--- src/rtl/apb_pkg.sv ---
// -----------------------------------------------------------------------------
// apb_pkg
// Shared definitions for the APB register-file slave:
//   apb_state_e    - bus-side FSM states (APB_IDLE, APB_SETUP, APB_ACCESS)
//   APB_MAX_WAIT   - largest supported number of inserted wait states
//   APB_WAIT_W     - width of the wait-state counter
//   apb_wait_limit - clamps a wait-state parameter into the counter range
// -----------------------------------------------------------------------------
package apb_pkg;

   typedef enum logic [1:0] {
      APB_IDLE   = 2'd0,
      APB_SETUP  = 2'd1,
      APB_ACCESS = 2'd2
   } apb_state_e;

   localparam int APB_MAX_WAIT = 15;
   localparam int APB_WAIT_W   = 4;

   // Out-of-range parameter values saturate instead of silently wrapping.
   function automatic logic [APB_WAIT_W-1:0] apb_wait_limit(input int ws);
      if (ws > APB_MAX_WAIT) begin
         return APB_WAIT_W'(APB_MAX_WAIT);
      end
      if (ws < 0) begin
         return '0;
      end
      return APB_WAIT_W'(ws);
   endfunction

endpackage : apb_pkg

--- src/rtl/apb_reg_array.sv ---
// -----------------------------------------------------------------------------
// apb_reg_array
// Single-port register storage with byte-lane write masking.
// Ports:
//   pclk   in   clock, rising edge
//   rst_n  in   synchronous active-low reset, clears every register
//   we     in   write enable (one committed write per asserted cycle)
//   idx    in   word index shared by read and write
//   wdata  in   write data
//   wstrb  in   byte-lane enables for the write
//   rdata  out  combinational read of register idx (0 if idx is out of range)
// -----------------------------------------------------------------------------
module apb_reg_array #(
   parameter int DATA_WIDTH = 32,
   parameter int NUM_REGS   = 16,
   parameter int IDX_W      = 6
) (
   input  logic                    pclk,
   input  logic                    rst_n,
   input  logic                    we,
   input  logic [IDX_W-1:0]        idx,
   input  logic [DATA_WIDTH-1:0]   wdata,
   input  logic [DATA_WIDTH/8-1:0] wstrb,
   output logic [DATA_WIDTH-1:0]   rdata
);

   localparam int STRB_W = DATA_WIDTH / 8;

   logic [DATA_WIDTH-1:0] regs_q [NUM_REGS];
   logic [DATA_WIDTH-1:0] regs_d [NUM_REGS];

   // NOTE: every always_comb output gets a default first so no path leaves
   // it unassigned; an unassigned path would infer a latch.
   always_comb begin
      regs_d = regs_q;
      if (we) begin
         for (int i = 0; i < NUM_REGS; i++) begin
            if (idx == IDX_W'(i)) begin
               for (int b = 0; b < STRB_W; b++) begin
                  if (wstrb[b]) begin
                     regs_d[i][8*b +: 8] = wdata[8*b +: 8];
                  end
               end
            end
         end
      end
   end

   // Compare-based mux keeps the index width independent of NUM_REGS.
   always_comb begin
      rdata = '0;
      for (int i = 0; i < NUM_REGS; i++) begin
         if (idx == IDX_W'(i)) begin
            rdata = regs_q[i];
         end
      end
   end

   // NOTE: this storage is plain flops, so it is reset like any other state;
   // a RAM macro could not be cleared this way and would need a clear sequence.
   // NOTE: sequential state uses non-blocking assignments only, so every flop
   // samples pre-edge values regardless of statement order.
   always_ff @(posedge pclk) begin
      if (!rst_n) begin
         for (int i = 0; i < NUM_REGS; i++) begin
            regs_q[i] <= '0;
         end
      end else begin
         regs_q <= regs_d;
      end
   end

endmodule : apb_reg_array

--- src/rtl/apb_regfile_slave.sv ---
// -----------------------------------------------------------------------------
// apb_regfile_slave
// APB slave in front of NUM_REGS registers of DATA_WIDTH bits.
// Optional feature macro: APB_PSTRB_EN adds the pstrb port and per-byte writes;
// without it every write updates all byte lanes.
//
// Bus timing seen by this slave: the request is captured in IDLE on the first
// psel & !penable cycle; penable must stay low through the following SETUP
// cycle and then be held high through ACCESS until pready. WAIT_STATES ACCESS
// cycles return pready=0 before the single pready=1 completion cycle.
//
// Ports:
//   pclk     in   clock, rising edge
//   rst_n    in   synchronous active-low reset
//   paddr    in   byte address (ADDR_WIDTH)
//   psel     in   slave select
//   penable  in   access-phase strobe
//   pwrite   in   1 = write, 0 = read
//   pwdata   in   write data (DATA_WIDTH)
//   pstrb    in   byte-lane strobes (only with APB_PSTRB_EN)
//   pready   out  transfer completion, one cycle
//   prdata   out  read data, nonzero only in a good read's pready cycle
//   pslverr  out  error response, qualified by pready
// -----------------------------------------------------------------------------
module apb_regfile_slave
   import apb_pkg::*;
#(
   parameter int ADDR_WIDTH  = 8,
   parameter int DATA_WIDTH  = 32,
   parameter int NUM_REGS    = 16,
   parameter int WAIT_STATES = 0
) (
   input  logic                    pclk,
   input  logic                    rst_n,
   input  logic [ADDR_WIDTH-1:0]   paddr,
   input  logic                    psel,
   input  logic                    penable,
   input  logic                    pwrite,
   input  logic [DATA_WIDTH-1:0]   pwdata,
`ifdef APB_PSTRB_EN
   input  logic [DATA_WIDTH/8-1:0] pstrb,
`endif
   output logic                    pready,
   output logic [DATA_WIDTH-1:0]   prdata,
   output logic                    pslverr
);

   localparam int STRB_W = DATA_WIDTH / 8;
   localparam int LSB    = $clog2(STRB_W);
   localparam int IDX_W  = ADDR_WIDTH - LSB;
   localparam logic [APB_WAIT_W-1:0] WAIT_LAST = apb_wait_limit(WAIT_STATES);

   apb_state_e              state_q, state_d;
   logic [APB_WAIT_W-1:0]   wait_cnt_q, wait_cnt_d;
   logic [ADDR_WIDTH-1:0]   addr_q, addr_d;
   logic                    write_q, write_d;
   logic [DATA_WIDTH-1:0]   wdata_q, wdata_d;
`ifdef APB_PSTRB_EN
   logic [STRB_W-1:0]       strb_q, strb_d;
`endif

   logic                    xfer_done;
   logic                    addr_err;
   logic                    reg_we;
   logic [IDX_W-1:0]        reg_idx;
   logic [STRB_W-1:0]       wr_strb;
   logic [DATA_WIDTH-1:0]   reg_rdata;

   // Decode works on the captured address, never the live bus.
   assign reg_idx  = addr_q[ADDR_WIDTH-1:LSB];
   assign addr_err = (addr_q[LSB-1:0] != '0) ||
                     ({1'b0, reg_idx} >= (IDX_W+1)'(NUM_REGS));

`ifdef APB_PSTRB_EN
   assign wr_strb = strb_q;
`else
   assign wr_strb = '1;
`endif

   always_comb begin
      state_d    = state_q;
      wait_cnt_d = wait_cnt_q;
      addr_d     = addr_q;
      write_d    = write_q;
      wdata_d    = wdata_q;
`ifdef APB_PSTRB_EN
      strb_d     = strb_q;
`endif
      xfer_done  = 1'b0;

      case (state_q)
         APB_IDLE: begin
            wait_cnt_d = '0;
            if (psel && !penable) begin
               state_d = APB_SETUP;
               addr_d  = paddr;
               write_d = pwrite;
               wdata_d = pwdata;
`ifdef APB_PSTRB_EN
               strb_d  = pstrb;
`endif
            end
         end
         APB_SETUP: begin
            // An early penable or a dropped select abandons the request.
            if (!psel || penable) begin
               state_d = APB_IDLE;
            end else begin
               state_d = APB_ACCESS;
            end
         end
         APB_ACCESS: begin
            if (!psel || !penable) begin
               state_d    = APB_IDLE;
               wait_cnt_d = '0;
            end else if (wait_cnt_q == WAIT_LAST) begin
               xfer_done  = 1'b1;
               state_d    = APB_IDLE;
               wait_cnt_d = '0;
            end else begin
               wait_cnt_d = wait_cnt_q + 1'b1;
            end
         end
         default: begin
            state_d    = APB_IDLE;
            wait_cnt_d = '0;
         end
      endcase
   end

   // Responses are combinational from the FSM so they are low in IDLE/SETUP
   // and in any ACCESS cycle that is being aborted.
   assign pready  = xfer_done;
   assign pslverr = xfer_done && addr_err;
   assign reg_we  = xfer_done && write_q && !addr_err;
   assign prdata  = (xfer_done && !write_q && !addr_err) ? reg_rdata : '0;

   always_ff @(posedge pclk) begin
      if (!rst_n) begin
         state_q    <= APB_IDLE;
         wait_cnt_q <= '0;
         addr_q     <= '0;
         write_q    <= 1'b0;
         wdata_q    <= '0;
`ifdef APB_PSTRB_EN
         strb_q     <= '0;
`endif
      end else begin
         state_q    <= state_d;
         wait_cnt_q <= wait_cnt_d;
         addr_q     <= addr_d;
         write_q    <= write_d;
         wdata_q    <= wdata_d;
`ifdef APB_PSTRB_EN
         strb_q     <= strb_d;
`endif
      end
   end

   apb_reg_array #(
      .DATA_WIDTH (DATA_WIDTH),
      .NUM_REGS   (NUM_REGS),
      .IDX_W      (IDX_W)
   ) u_reg_array (
      .pclk  (pclk),
      .rst_n (rst_n),
      .we    (reg_we),
      .idx   (reg_idx),
      .wdata (wdata_q),
      .wstrb (wr_strb),
      .rdata (reg_rdata)
   );

endmodule : apb_regfile_slave

--- config.mk ---
export PLATFORM = sky130hd
export DESIGN_NAME = apb_regfile_slave
export DESIGN_NICKNAME = d
export VERILOG_FILES = /design/src/rtl/apb_pkg.sv /design/src/rtl/apb_reg_array.sv /design/src/rtl/apb_regfile_slave.sv
export SDC_FILE = /design/constraint.sdc
export NUM_CORES = 1
export LEC_CHECK = 0
export CORE_ASPECT_RATIO = 2
export CORE_MARGIN = 2
export CORE_UTILIZATION = 57
export CTS_BUF_LIST = sky130_fd_sc_hd__clkbuf_8
export CTS_CLUSTER_SIZE = 12
export DETAILED_ROUTE_END_ITERATION = 6
export PLACE_DENSITY = 0.75
export SKIP_LAST_GASP = 1
export SLEW_MARGIN = 20
export SYNTH_ARGS = -nofsm -noshare
export SYNTH_HDL_FRONTEND = slang
export SYNTH_SLANG_ARGS = --single-unit
--- constraint.sdc ---
create_clock -name pclk -period 5.25 [get_ports pclk]
set_input_delay 1.575 -clock pclk [delete_from_list [all_inputs] [get_ports pclk]]
set_output_delay 1.575 -clock pclk [all_outputs]
set_load 0.02 [all_outputs]
==> flow_summary.ini <==
[synthesis]
ys.flop_type = dfxtp_1
synth_area_um2 = 24800
synth-edff-count = 0
seq_area_frac_synth_pct = 45.1
ys_ff_latch = 559
synth.distinct_cells = 69
synth_nets = 3201
async_flop_share_pct = 0
yosysWarnings = 0
synthCells = 3154
syn_area_per_cell_um2 = 7.87

[detailed_routing]
antenna_left = 0
dr.max_layer_used = met4
viasPerCell = 6.38
avgRoutedWirePerCell_um = 23.6
wl_met2_um = 41600
wl_met3_um = 10000
routed-via-count = 23900
wirelength_um = 88500
drc = 3
detail_route.iter0.violations = 2975
first_pass_iters = 7
wl_met1_um = 30100

[sta]
setup_viol = 0
rsz0062_at_grt = no
slew_headroom_pct = 34.8
maxSlewViolCount = 0
hold_viol = 0
fin_ws_ns = 0.0806
final.period_utilization_pct = 98.5
skew_ns = 0.0221
fin_crit_ns = 5.17
fin_hold_ws_ns = 0.447
worstMarginPinSlew_ns = 0.976
max_freq_mhz = 193

[placement]
pre_cts_slack_ns = -0.841
routabilityCongestion = 0.931
portBuffers = 78
hpwl_um = 55800

[cells_and_area]
seq_area_um2 = 11200
multi_input_area_um2 = 12500
area_growth_pct = 12.1
final_nets = 3185
fill_cells = 3766
layout-drive-gt1-share_pct = 10.3

[clocking]
cts.htree.levels = 3
cts_buffer_depth = 3
insertion_delay_ns = 0.66
cts_num_sinks = 559
clk_pin_slew_ns = 0.07
cts_made_buffers = 78
clock-root-buffer = clkbuf_8
cts_tree = done

[global_routing]
grt_usage_pct = 38.8
grt_max_degree = 170
first_global_vias = 23200
grt_remaining_overflow = 0
grt_pass1_wl_um = 133000
antenna_found_initial = 1

[worst_setup_path]
slowest_delay_ns = 0.72
critical_path.slowest_cell = and2_1
crit_path_end_kind = output port
cp_cell_sequence = and2_1, nand2_1, o221ai_1, a21oi_1, o21ai_0, a21oi_1, dlygate4sd2_1
start_kind = flop
crit_top_cell = a21oi_1
crit_required_ns = 3.68
regToRegSetupSlack_ns = 1.99
path_max_fanout = 12
arrival_ns = 3.59
critPathKind = reg2out

[power_and_ir_drop]
powerDensity_nw_per_um2 = 289
p_leak_nw = 9.20
peakVddDrop_uv = 274

[run]
cap_violations = 0

[outcome]
status = complete, but fails checks
violations = DRC

[die]
num_rows = 108
die_area_um2 = 45300
fp.dieH_um = 299
start_util_pct = 57.4
io_pins = 79
die_w_um = 152
core-area_um2 = 43200

[min_path]
hold_path_class = reg2reg
cells in the final DEF, fill, tap and decap left out, types with 29 or more instances in the layout:
| cell | netlist | layout |
|---|---|---|
| buf_4 | 13 | 118 |
| a22oi_1 | 102 | 102 |
| nand3_1 | 30 | 29 |
| dfxtp_1 | 559 | 558 |
| clkdlybuf4s50_1 | 0 | 43 |
| nor2_1 | 70 | 53 |
| inv_1 | 3 | 37 |
| a21boi_0 | 504 | 504 |
| clkbuf_8 | 0 | 98 |
| o22ai_1 | 41 | 40 |
| a21oi_1 | 58 | 57 |
| a21boi_1 | 49 | 49 |
| nand2_1 | 1173 | 1172 |
cell families after synthesis:
group	after synthesis	share of synthesized area, %
flops	559	45.1
fa+ha+maj	2	0.101
mux	4	0.171
compound gates	898	26.8
buf+inv	314	5.34
simple gates	1377	22.4
through the flow:
stage	power [mW]	utilization [%]	std cells	cell area (um2)	setup TNS (ns)
after floorplan	4.61	-	3154	24800	0
after global placement	4.77	60.7	3605	26200	-13.88
after detailed placement	4.77	60.7	3605	26200	-14.10
after CTS	8.05	64.3	3746	27800	-0.115
after global routing	8.24	64.3	3749	27800	0
final	8.04	64.3	3749	27800	0
per-layer routing:
metal / up-vias / GRT usage [%]
met2: 1555 / 62.8
li1: 10600 / -
met1: 11300 / 45.1
met4: 0 / 26.9
met5: - / 0
met3: 440 / 8.34
power by group:
| part | switching (mW) | internal, mW | total [mW] |
|---|---|---|---|
| Sequential | 0.0817 | 4.26 | 4.34 |
| Combinational | 0.205 | 0.150 | 0.355 |
| Clock | 1.67 | 1.68 | 3.35 |
| Total | 1.96 | 6.08 | 8.04 |
critical path: cells and delay by family (launching register included):
kind / cells / cell delay [ns]
AOI/OAI and AO/OA: 4 / 0.73
buffers and inverters: 1 / 0.34
DFF: 1 / 0.55
and+or+nand+nor: 2 / 1.31
synthesized netlist by cell type, types with 4 or more instances:
| master | instances | area share, % |
|---|---|---|
| a21boi_0 | 504 | 15 |
| nor4_1 | 13 | 0.33 |
| o22ai_1 | 41 | 1.0 |
| a211oi_1 | 17 | 0.51 |
| a21oi_1 | 58 | 1.2 |
| o22a_1 | 4 | 0.14 |
| and2_1 | 5 | 0.13 |
| buf_6 | 8 | 0.36 |
| nor2_4 | 5 | 0.23 |
| o211ai_1 | 7 | 0.21 |
| clkbuf_1 | 255 | 3.9 |
| and3_1 | 6 | 0.15 |
| a31oi_1 | 6 | 0.15 |
| a2111oi_2 | 9 | 0.54 |
| a21boi_1 | 49 | 1.5 |
| a222oi_1 | 15 | 0.61 |
| nand3_1 | 30 | 0.61 |
| a22o_1 | 7 | 0.25 |
| nand2b_1 | 8 | 0.20 |
| buf_4 | 13 | 0.39 |
| nand4_1 | 9 | 0.23 |
| nand2_1 | 1173 | 18 |
| o221ai_1 | 15 | 0.53 |
| o21ai_0 | 25 | 0.50 |
| or3_1 | 6 | 0.15 |
| buf_2 | 30 | 0.61 |
| a22oi_1 | 102 | 3.1 |
| dfxtp_1 | 559 | 45 |
| a221oi_1 | 17 | 0.60 |
| nor2_1 | 70 | 1.1 |
| nor3_1 | 17 | 0.34 |
| nor2b_1 | 8 | 0.20 |
cell type report:
class / count / area share [%]
Timing Repair Buffer: 213 / 6.99
Antenna cell: 1 / 0.00899
Clock buffer: 98 / 4.85
Sequential cell: 559 / 40.2
Clock inverter: 42 / 0.639
Multi-Input combinational cell: 2281 / 44.8
Tap cell: 550 / 2.47
Inverter: 5 / 0.0674
timing repair:
item	4_1_cts	5_1_grt
resized for setup	103	33
gates cloned	0	1
hold buffers	0	0
endpoints found under the setup margin	32	27
pin swaps	3	4
buffers inserted	1	1
sequential cells by signal, summed over array words and instances, names as in the netlist:
name / flops
wdata_q: 32
write_q: 1
state_q: 2
wait_cnt_q: 4
addr_q: 8
u_reg_array.regs_q: 512
final timing paths:
check | cells past startpoint | end | start
max reg2reg | 7 | u_reg_array.regs_q[22] | addr_q[4]
max | 7 | prdata[22] | addr_q[4]
min reg2reg | 2 | u_reg_array.regs_q[475] | u_reg_array.regs_q[475]
min | 2 | u_reg_array.regs_q[475] | u_reg_array.regs_q[475]
Note: power is estimated with default switching activity, not from simulation.
